**src/rtl/pattern_pkg.sv**
```systemverilog
// Shared definitions for the test-pattern generator.
//   mode_e      : display modes selectable through the mode handshake
//   CHECK_SHIFT : checkerboard cell size exponent (cells of 2**CHECK_SHIFT px)
package pattern_pkg;

  typedef enum logic [1:0] {
    MODE_BARS   = 2'd0,
    MODE_CHECK  = 2'd1,
    MODE_BOUNCE = 2'd2,
    MODE_GRID   = 2'd3
  } mode_e;

  localparam int CHECK_SHIFT = 5;

endpackage

```
**src/rtl/bounce_ctrl.sv**
```systemverilog
// Bouncing-square position tracker. The square moves one pixel per axis on
// every frame pulse and reverses direction on reaching a screen edge.
//   clk_pix  : pixel clock
//   rst_pix  : synchronous active-high reset (position 0,0, moving +x/+y)
//   frame_i  : one-cycle start-of-frame pulse
//   bx_o/by_o: top-left corner of the square
module bounce_ctrl #(
  parameter int CORDW = 10,
  parameter int H_RES = 640,
  parameter int V_RES = 480,
  parameter int SQ    = 32
) (
  input  logic             clk_pix,
  input  logic             rst_pix,
  input  logic             frame_i,
  output logic [CORDW-1:0] bx_o,
  output logic [CORDW-1:0] by_o
);

  localparam logic [CORDW-1:0] X_MAX = CORDW'(H_RES - SQ);
  localparam logic [CORDW-1:0] Y_MAX = CORDW'(V_RES - SQ);

  logic [CORDW-1:0] bx_q, bx_d, by_q, by_d;
  logic             dxn_q, dxn_d, dyn_q, dyn_d;  // 1 = moving towards 0

  always_comb begin
    bx_d  = bx_q;
    by_d  = by_q;
    dxn_d = dxn_q;
    dyn_d = dyn_q;
    if (frame_i) begin
      // An edge hit reverses direction and steps away in the same frame.
      if (!dxn_q) begin
        if (bx_q == X_MAX) begin
          dxn_d = 1'b1;
          bx_d  = bx_q - 1'b1;
        end else begin
          bx_d  = bx_q + 1'b1;
        end
      end else begin
        if (bx_q == '0) begin
          dxn_d = 1'b0;
          bx_d  = bx_q + 1'b1;
        end else begin
          bx_d  = bx_q - 1'b1;
        end
      end
      if (!dyn_q) begin
        if (by_q == Y_MAX) begin
          dyn_d = 1'b1;
          by_d  = by_q - 1'b1;
        end else begin
          by_d  = by_q + 1'b1;
        end
      end else begin
        if (by_q == '0) begin
          dyn_d = 1'b0;
          by_d  = by_q + 1'b1;
        end else begin
          by_d  = by_q - 1'b1;
        end
      end
    end
  end

  always_ff @(posedge clk_pix) begin
    if (rst_pix) begin
      bx_q  <= '0;
      by_q  <= '0;
      dxn_q <= 1'b0;
      dyn_q <= 1'b0;
    end else begin
      bx_q  <= bx_d;
      by_q  <= by_d;
      dxn_q <= dxn_d;
      dyn_q <= dyn_d;
    end
  end

  assign bx_o = bx_q;
  assign by_o = by_q;

endmodule

```
**src/rtl/pattern_gen.sv**
```systemverilog
// Video test-pattern generator with four frame-synchronous modes.
//   clk_pix, rst_pix           : pixel clock, synchronous active-high reset
//   sx, sy, de, frame          : raster position, active-video flag, frame pulse
//   mode_req/mode_vld/mode_rdy : mode change request handshake
//   mode_cur                   : mode currently displayed
//   rgb_r/g/b, rgb_de          : colour and aligned active flag (2-cycle latency)
module pattern_gen
  import pattern_pkg::*;
#(
  parameter int CORDW = 10,
  parameter int CHANW = 8,
  parameter int H_RES = 640,
  parameter int V_RES = 480,
  parameter int SQ    = 32
) (
  input  logic             clk_pix,
  input  logic             rst_pix,
  input  logic [CORDW-1:0] sx,
  input  logic [CORDW-1:0] sy,
  input  logic             de,
  input  logic             frame,
  input  logic [1:0]       mode_req,
  input  logic             mode_vld,
  output logic             mode_rdy,
  output logic [1:0]       mode_cur,
  output logic [CHANW-1:0] rgb_r,
  output logic [CHANW-1:0] rgb_g,
  output logic [CHANW-1:0] rgb_b,
  output logic             rgb_de
);

  localparam int               BAR_W = H_RES / 8;
  localparam int               GRID_MSB = 5;
  localparam logic [CHANW-1:0] FULL  = '1;
  localparam logic [CORDW:0]   SQ_E  = (CORDW+1)'(SQ);

  // Mode handshake and frame counter
  mode_e      mode_cur_q, mode_cur_d, pend_mode_q, pend_mode_d;
  logic       pend_vld_q, pend_vld_d;
  logic [7:0] fcnt_q, fcnt_d;

  assign mode_rdy = ~pend_vld_q;
  assign mode_cur = mode_cur_q;

  always_comb begin
    mode_cur_d  = mode_cur_q;
    pend_mode_d = pend_mode_q;
    pend_vld_d  = pend_vld_q;
    fcnt_d      = frame ? fcnt_q + 8'd1 : fcnt_q;
    // Only a request captured in an earlier cycle can be applied, so a
    // capture coinciding with a frame pulse waits for the next one.
    if (frame && pend_vld_q) begin
      mode_cur_d = pend_mode_q;
      pend_vld_d = 1'b0;
    end
    if (mode_vld && mode_rdy) begin
      pend_vld_d  = 1'b1;
      pend_mode_d = mode_e'(mode_req);
    end
  end

  logic [CORDW-1:0] bx, by;

  bounce_ctrl #(
    .CORDW(CORDW), .H_RES(H_RES), .V_RES(V_RES), .SQ(SQ)
  ) u_bounce (
    .clk_pix(clk_pix),
    .rst_pix(rst_pix),
    .frame_i(frame),
    .bx_o   (bx),
    .by_o   (by)
  );

  // Stage 0: register raster inputs
  logic [CORDW-1:0] sx_p0, sy_p0;
  logic             vld_p0;

  always_ff @(posedge clk_pix) begin
    sx_p0 <= sx;
    sy_p0 <= sy;
  end

  // Stage 1: colour generation
  logic [CHANW-1:0] r_c, g_c, b_c;
  logic [2:0]       bar_idx;
  logic             in_sq, grid_on;
  logic [CORDW:0]   sx_e, sy_e, bx_e, by_e;

  assign bar_idx = 3'(sx_p0 / CORDW'(BAR_W));
  assign sx_e    = {1'b0, sx_p0};
  assign sy_e    = {1'b0, sy_p0};
  assign bx_e    = {1'b0, bx};
  assign by_e    = {1'b0, by};
  assign in_sq   = (sx_e >= bx_e) && (sx_e < bx_e + SQ_E) &&
                   (sy_e >= by_e) && (sy_e < by_e + SQ_E);
  assign grid_on = (sx_p0[GRID_MSB:0] == '0) || (sy_p0[GRID_MSB:0] == '0) ||
                   (sx_p0 == CORDW'(H_RES - 1)) || (sy_p0 == CORDW'(V_RES - 1));

  always_comb begin
    r_c = '0;
    g_c = '0;
    b_c = '0;
    if (vld_p0) begin
      case (mode_cur_q)
        MODE_BARS: begin
          r_c = bar_idx[2] ? FULL : '0;
          g_c = bar_idx[1] ? FULL : '0;
          b_c = bar_idx[0] ? FULL : '0;
        end
        MODE_CHECK: begin
          // Even parity is white so the origin cell starts white at fcnt 0.
          if (!(sx_p0[CHECK_SHIFT] ^ sy_p0[CHECK_SHIFT] ^ fcnt_q[CHECK_SHIFT])) begin
            r_c = FULL;
            g_c = FULL;
            b_c = FULL;
          end
        end
        MODE_BOUNCE: begin
          if (in_sq) begin
            r_c = FULL;
            g_c = FULL;
            b_c = FULL;
          end else begin
            r_c = sx_p0[CHANW-1:0];
            b_c = sy_p0[CHANW-1:0];
          end
        end
        MODE_GRID: begin
          if (grid_on) begin
            r_c = FULL;
            g_c = FULL;
            b_c = FULL;
          end
        end
      endcase
    end
  end

  // Stage 1 -> output registers
  logic [CHANW-1:0] r_p1, g_p1, b_p1;
  logic             vld_p1;

  always_ff @(posedge clk_pix) begin
    if (rst_pix) begin
      mode_cur_q  <= MODE_BARS;
      pend_mode_q <= MODE_BARS;
      pend_vld_q  <= 1'b0;
      fcnt_q      <= '0;
      vld_p0      <= 1'b0;
      vld_p1      <= 1'b0;
      r_p1        <= '0;
      g_p1        <= '0;
      b_p1        <= '0;
    end else begin
      mode_cur_q  <= mode_cur_d;
      pend_mode_q <= pend_mode_d;
      pend_vld_q  <= pend_vld_d;
      fcnt_q      <= fcnt_d;
      vld_p0      <= de;
      vld_p1      <= vld_p0;
      r_p1        <= r_c;
      g_p1        <= g_c;
      b_p1        <= b_c;
    end
  end

  assign rgb_r  = r_p1;
  assign rgb_g  = g_p1;
  assign rgb_b  = b_p1;
  assign rgb_de = vld_p1;

endmodule

```
**config.mk**
```make
export PLATFORM = sky130hd
export DESIGN_NAME = pattern_gen
export DESIGN_NICKNAME = d
export VERILOG_FILES = /design/src/rtl/pattern_pkg.sv /design/src/rtl/bounce_ctrl.sv /design/src/rtl/pattern_gen.sv
export SDC_FILE = /design/constraint.sdc
export NUM_CORES = 1
export LEC_CHECK = 0
export ABC_AREA = 1
export ABC_CLOCK_PERIOD_IN_PS = 3110
export CORE_UTILIZATION = 45
export CTS_CLUSTER_DIAMETER = 80
export DETAILED_ROUTE_END_ITERATION = 8
export MAX_ROUTING_LAYER = met4
export PLACE_DENSITY = 0.72
export SYNTH_ARGS = -nofsm -noshare
export SYNTH_HDL_FRONTEND = slang
export SYNTH_SLANG_ARGS = --single-unit
```
**constraint.sdc**
```tcl
create_clock -name clk_pix -period 3.11 [get_ports clk_pix]
set_clock_uncertainty 0.05 [all_clocks]
set_input_delay 0.622 -clock clk_pix [delete_from_list [all_inputs] [get_ports clk_pix]]
set_output_delay 0.622 -clock clk_pix [all_outputs]
set_load 0.02 [all_outputs]
```
==> Word level (Yosys, flattened, before mapping) <==
Index checks and enable logic that the tools add are counted.
{ "classes": {"eq_ne": 7, "muxes": 25, "div": 1, "bitwise": 4, "n_mul": 0, "addsub": 7, "shifts": 0, "reduce_logical": 15, "magnitude_cmp": 4} }
{ "ops": {"columns": ["cell", "count"], "rows": [
  ["8-bit one-hot mux with 4 select lines", 3],
  ["8-bit two-way mux", 8],
  ["10-bit two-way mux", 6],
  ["10-bit by 6-bit adder with 11-bit output (second input constant)", 2],
  ["10-bit by 11-bit less-than comparator with 1-bit output", 2],
  ["10-bit by 1-bit adder with 10-bit output (second input constant)", 2],
  ["10-bit == test (second input constant)", 2],
  ["10-bit by 9-bit == test with 1-bit output (second input constant)", 2],
  ["10-bit >= comparator", 2],
  ["10-bit zero test", 2],
  ["10-bit by 1-bit subtractor with 10-bit output (second input constant)", 2],
  ["6-bit zero test", 2],
  ["10-bit by 7-bit divider with 10-bit output (second input constant)", 1],
  ["8-bit by 1-bit adder with 8-bit output (second input constant)", 1],
  ["1-bit two-way mux", 8],
  ["1-bit logical AND", 5],
  ["2-bit == test (second input constant)", 2],
  ["1-bit logical OR", 3],
  ["2-bit by 1-bit == test with 1-bit output (second input constant)", 1],
  ["2-bit zero test", 1],
  ["1-bit NOT", 2],
  ["2-bit nonzero test", 1],
  ["2-bit OR reduction", 1],
  ["1-bit XOR", 2]
]} }
{ "totals": {"ramBits": 0, "input_bits": 27, "rom_bits": 0, "latch_bits": 0, "memories": 0, "ff_bits": 81} }

==> Depth between registers and ports, before layout <==
{ "logic_depth": {"word_depth": 7, "depth_mapped": 17} }

==> Modules after synthesis <==
From an unflattened synthesis, not the netlist that was laid out.
{ "unflattened": {"hier_cells": 707, "hier_area_um2": 4788.3} }
{ "modules_own_cells": {"columns": ["module", "cells_each", "n_inst", "area_each_um2"], "rows": [
  ["pattern_gen", 409, 1, 2926.6],
  ["bounce_ctrl", 298, 1, 1861.8]
]} }

==> Worst setup path after synthesis <==
Ideal clock, no wire load.
{ "synth_path": {"path_kind": "reg2reg", "start": "reg u_bounce.by_q[5] (netlist: u_bounce.by_o[5])", "end": "reg b_p1[1] (netlist: rgb_b[1])", "n_path_buf": 1, "slack_ns": 0.944, "path_stages_with_launch": 16, "arrival_ns": 2.007, "setup_ns": 0.109, "period_less_slack_ns": 2.166, "required_ns": 2.951, "cell_sequence": "dfxtp_1 -> inv_1 -> ha_1 -> inv_1 -> ha_1 -> nand2_1 -> o21a_1 -> nor2_1 -> nor2_2 -> nand2_2 -> nor2_4 -> nand2_4 -> buf_6 -> nand3_2 -> nand2_1 -> inv_1"} }
{ "synth_via": {"elab_chain_cells": 5, "elab_cells_between_ends": 7, "cone_classes": "1 x add/sub; 2 x order compare; 2 x mux; 2 x reduce/logical"} }
{ "synth_lines": {"columns": ["item", "line", "source"], "rows": [
  ["from (decl)", "bounce_ctrl.sv:23", "logic [CORDW-1:0] bx_q, bx_d, by_q, by_d;"],
  ["from (signal assigned)", "bounce_ctrl.sv:74", "by_q <= by_d;"],
  ["10-bit by 6-bit adder with 11-bit output or 10-bit >= comparator (tied branches)", "pattern_gen.sv:95", "(sy_e >= by_e) && (sy_e < by_e + SQ_E);"],
  ["10-bit by 11-bit less-than comparator with 1-bit output or 1-bit logical AND (tied branches)", "pattern_gen.sv:95, pattern_gen.sv:94", null],
  ["1-bit logical AND *", "pattern_gen.sv:95", null],
  ["8-bit two-way mux *", "pattern_gen.sv:119", "if (in_sq) begin"],
  ["8-bit one-hot mux with 4 select lines *", "pattern_gen.sv:104", "case (mode_cur_q)"],
  ["to (signal assigned)", "pattern_gen.sv:153", "b_p1 <= '0;"],
  ["to (signal assigned)", "pattern_gen.sv:163", "b_p1 <= b_c;"],
  ["to (decl)", "pattern_gen.sv:140", "logic [CHANW-1:0] r_p1, g_p1, b_p1;"]
]} }
Every way passes the cells marked *; elsewhere a longest branch is shown, timed or not.
A chain may end at the register's enable or synchronous reset.

==> Worst setup path after layout <==
{ "layout_path": {"start": "reg u_bounce.bx_q[5] (netlist: u_bounce.bx_o[5])", "end": "reg r_p1[3] (netlist: rgb_r[3])"} }
{ "layout_via": {"elab_chain_cells": 7, "elab_cells_between_ends": 8, "cone_classes": "1 x add/sub; 2 x order compare; 2 x mux; 3 x reduce/logical"} }
{ "layout_lines": {"columns": ["item", "line", "source"], "rows": [
  ["from (decl)", "bounce_ctrl.sv:23", null],
  ["from (signal assigned)", "bounce_ctrl.sv:68", "bx_q <= '0;"],
  ["from (signal assigned)", "bounce_ctrl.sv:73", "bx_q <= bx_d;"],
  ["10-bit by 6-bit adder with 11-bit output", "pattern_gen.sv:94", "assign in_sq = (sx_e >= bx_e) && (sx_e < bx_e + SQ_E) &&"],
  ["10-bit by 11-bit less-than comparator with 1-bit output", "pattern_gen.sv:94", null],
  ["1-bit logical AND * (2 in series)", "pattern_gen.sv:94", null],
  ["1-bit logical AND *", "pattern_gen.sv:95", null],
  ["8-bit two-way mux *", "pattern_gen.sv:119", null],
  ["8-bit one-hot mux with 4 select lines *", "pattern_gen.sv:104", null],
  ["to (signal assigned)", "pattern_gen.sv:161", "r_p1 <= r_c;"],
  ["to (decl)", "pattern_gen.sv:140", null]
]} }
Marks and branches as above.

==> run metrics <==
run status complete, no violations; NumNets Final 789; vias post-DR 4389; routed len/inst 12.9 um; min-delay worst type reg -> reg; Worst Path Max Fanout 17; Clock transition at path regs 0.09 ns; critical path class reg -> reg; initial DRC count 154; beginning of the worst hold path u_bounce.bx_o[4]; Syn Area/Cell 6.96 um^2; peak supply drop 0.251 mV; GP Congestion 0.914; drt first pass iters 4; min cycle time layout 2.49 ns; largest net degree at the start of global routing 26; worst path buffer plus inverter count 1; CTS Hold Bufs 0; Die H 104 um; Ports 55; Worst EP required 3.36 ns; ant diodes 0; Die X 104 um; setup bufs post-CTS 0; grt ovf 0; worst slew pin tran 0.699 ns; remaining antenna violation count after routing 0; slowest cell delay on critical path 0.51 ns; row cnt 37; Worst Setup SP u_bounce.bx_o[5]; Die ar. 10900 um^2; TritonCTS Buffers 9; Cell Pwr Density 413 nW/um^2; Post-route DRC 0; share of cells above drive strength 1 0.0689; final hold vios 0; pre-CTS WS 0.684 ns; Startpoint Class flop; reg-to-reg critical path startpoint u_bounce.bx_o[5]; MaxCap Viol Count 0; delay-heaviest family, CP simple AND/OR/NAND/NOR gates; Post-Syn Instances 678; Tot GR Track Use 0.224; Slew HR 0.534; initial core utilization 0.461; final worst path period share 0.801; syn nets 746; number of max-slew violations in the final report 0; synthesized area 4720 um^2; initial antenna violation count 0; CTS tree done; Sinks on Clock Net 72; final worst setup slack 0.617 ns; CP cell instances ha_1, nand2_1, nor2_1, xor2_1, ha_1, nand3_1, nor2_1, nor2_1, nand3_1, nor2_4, nand2_4, nand3_1, nand2_1, inv_1; most common cell after layout, fill and taps aside nand2_1; Seq/Total Area, Yosys 0.306; setup TNS 0 ns; Crit-path slowest cell dfxtp_1; Leakage 2.62 nW; H-Tree Depth 3; Final setup viols 0; RSZ-0062 raised after global routing false; crit path DAT 2.74 ns; synthesis-to-layout area growth 17.2%; first-pass GRT wire length 19200 um; port bufs 54; Distinct cells, synth 39; Synth warnings 0; post-DP HPWL 8470 um; Placeable Area 10200 um^2; Worst-Skew Late Latency 0.36 ns; clk root buf clkbuf_8; Via density 5.09; CTS max path bufs 2; PostCTS Resize Cnt 0; f_max 401 MHz; critical path endpoint category flop; vias in the first global route 4137; WL final 11100 um; #FFs+latches synth 72; commonest cells after routing, fill and taps aside nand2_1 (136), inv_1 (89), dfxtp_1 (72)
[state kept, by name (all words and copies together), names as in the netlist]
register / count
fcnt_q: 6
mode_cur: 2
pend_mode_q: 2
pend_vld_q: 1
rgb_b: 8
rgb_de: 1
rgb_g: 1
rgb_r: 8
sx_p0: 10
sy_p0: 10
u_bounce.bx_o: 10
u_bounce.by_o: 10
u_bounce.dxn_q: 1
u_bounce.dyn_q: 1
vld_p0: 1
[cell families (layout without fill, tap and decap cells)]
family,after synthesis,after routing,share of synthesized area
xor+xnor,31,31,0.0576
flops,72,72,0.306
buf+inv,123,171,0.110
simple gates,301,301,0.290
fa+ha+maj,41,41,0.109
compound gates,110,110,0.128
[Yosys cell counts, drive strengths merged]
library cell	n	area share
nand4	11	0.015
clkinv	3	0.0024
nor3	10	0.011
nor4	2	0.0027
or2	1	0.0013
a21boi	5	0.0080
o21bai	2	0.0032
a21o	2	0.0032
nor3b	1	0.0016
and3	1	0.0013
xor2	23	0.043
xnor2	8	0.015
a21oi	57	0.060
clkbuf	8	0.0064
nand3b	4	0.0064
o21a	2	0.0032
nor2	78	0.069
dfxtp	72	0.31
o211ai	3	0.0048
ha	41	0.11
o21ai	36	0.041
buf	18	0.026
nand3	52	0.067
nand2	141	0.12
a31oi	3	0.0040
inv	94	0.075
[routing by layer]
layer / vias up / routed length (um) / track usage
met1: 2022 / 5140 / 0.271
met4: 0 / 180 / 0.0622
met3: 19 / 450 / 0.0495
met5: - / 0 / -
met2: 87 / 5310 / 0.372
li1: 2261 / - / -
[final timing paths]
check	end	slack, ns	depth (start not counted)
setup reg to reg	rgb_r[3]	0.62	14
hold / removal	u_bounce.bx_o[4]	0.45	2
setup / recovery	rgb_r[3]	0.62	14
hold reg to reg	u_bounce.bx_o[4]	0.45	2
[worst min-delay path: cells and delay by family, from the launching register on]
family | cells | cell delay [ns]
and+or+nand+nor | 1 | 0.07
DFF | 1 | 0.34
AOI/OAI and AO/OA | 1 | 0.05
[final cells by class]
cell class	count	area (um^2)
Fill cell	954	4700
Multi-Input combinational cell	483	2760
Sequential cell	72	1440
Timing Repair Buffer	58	571
Inverter	97	364
Tap cell	136	170
Clock buffer	9	124
Clock inverter	7	100
[power breakdown]
| part | internal [mW] | switching, mW | total (mW) |
|---|---|---|---|
| clock network | 0.460 | 0.392 | 0.852 |
| logic | 0.189 | 0.242 | 0.431 |
| registers | 0.961 | 0.0425 | 1.00 |
[metrics by stage]
stage | area, um^2 | utilization | hold WS (ns) | std cells | power, mW
finish | 5530 | 0.540 | 0.450 | 862 | 2.29
floorplan | 4720 | - | 0.398 | 678 | 1.32
CTS | 5530 | 0.540 | 0.454 | 862 | 2.30
global placement | 5300 | 0.518 | 0.423 | 846 | 1.44
global route | 5530 | 0.540 | 0.471 | 862 | 2.41
detailed placement | 5300 | 0.518 | 0.435 | 846 | 1.45
Power figures use the tool's default switching activity.
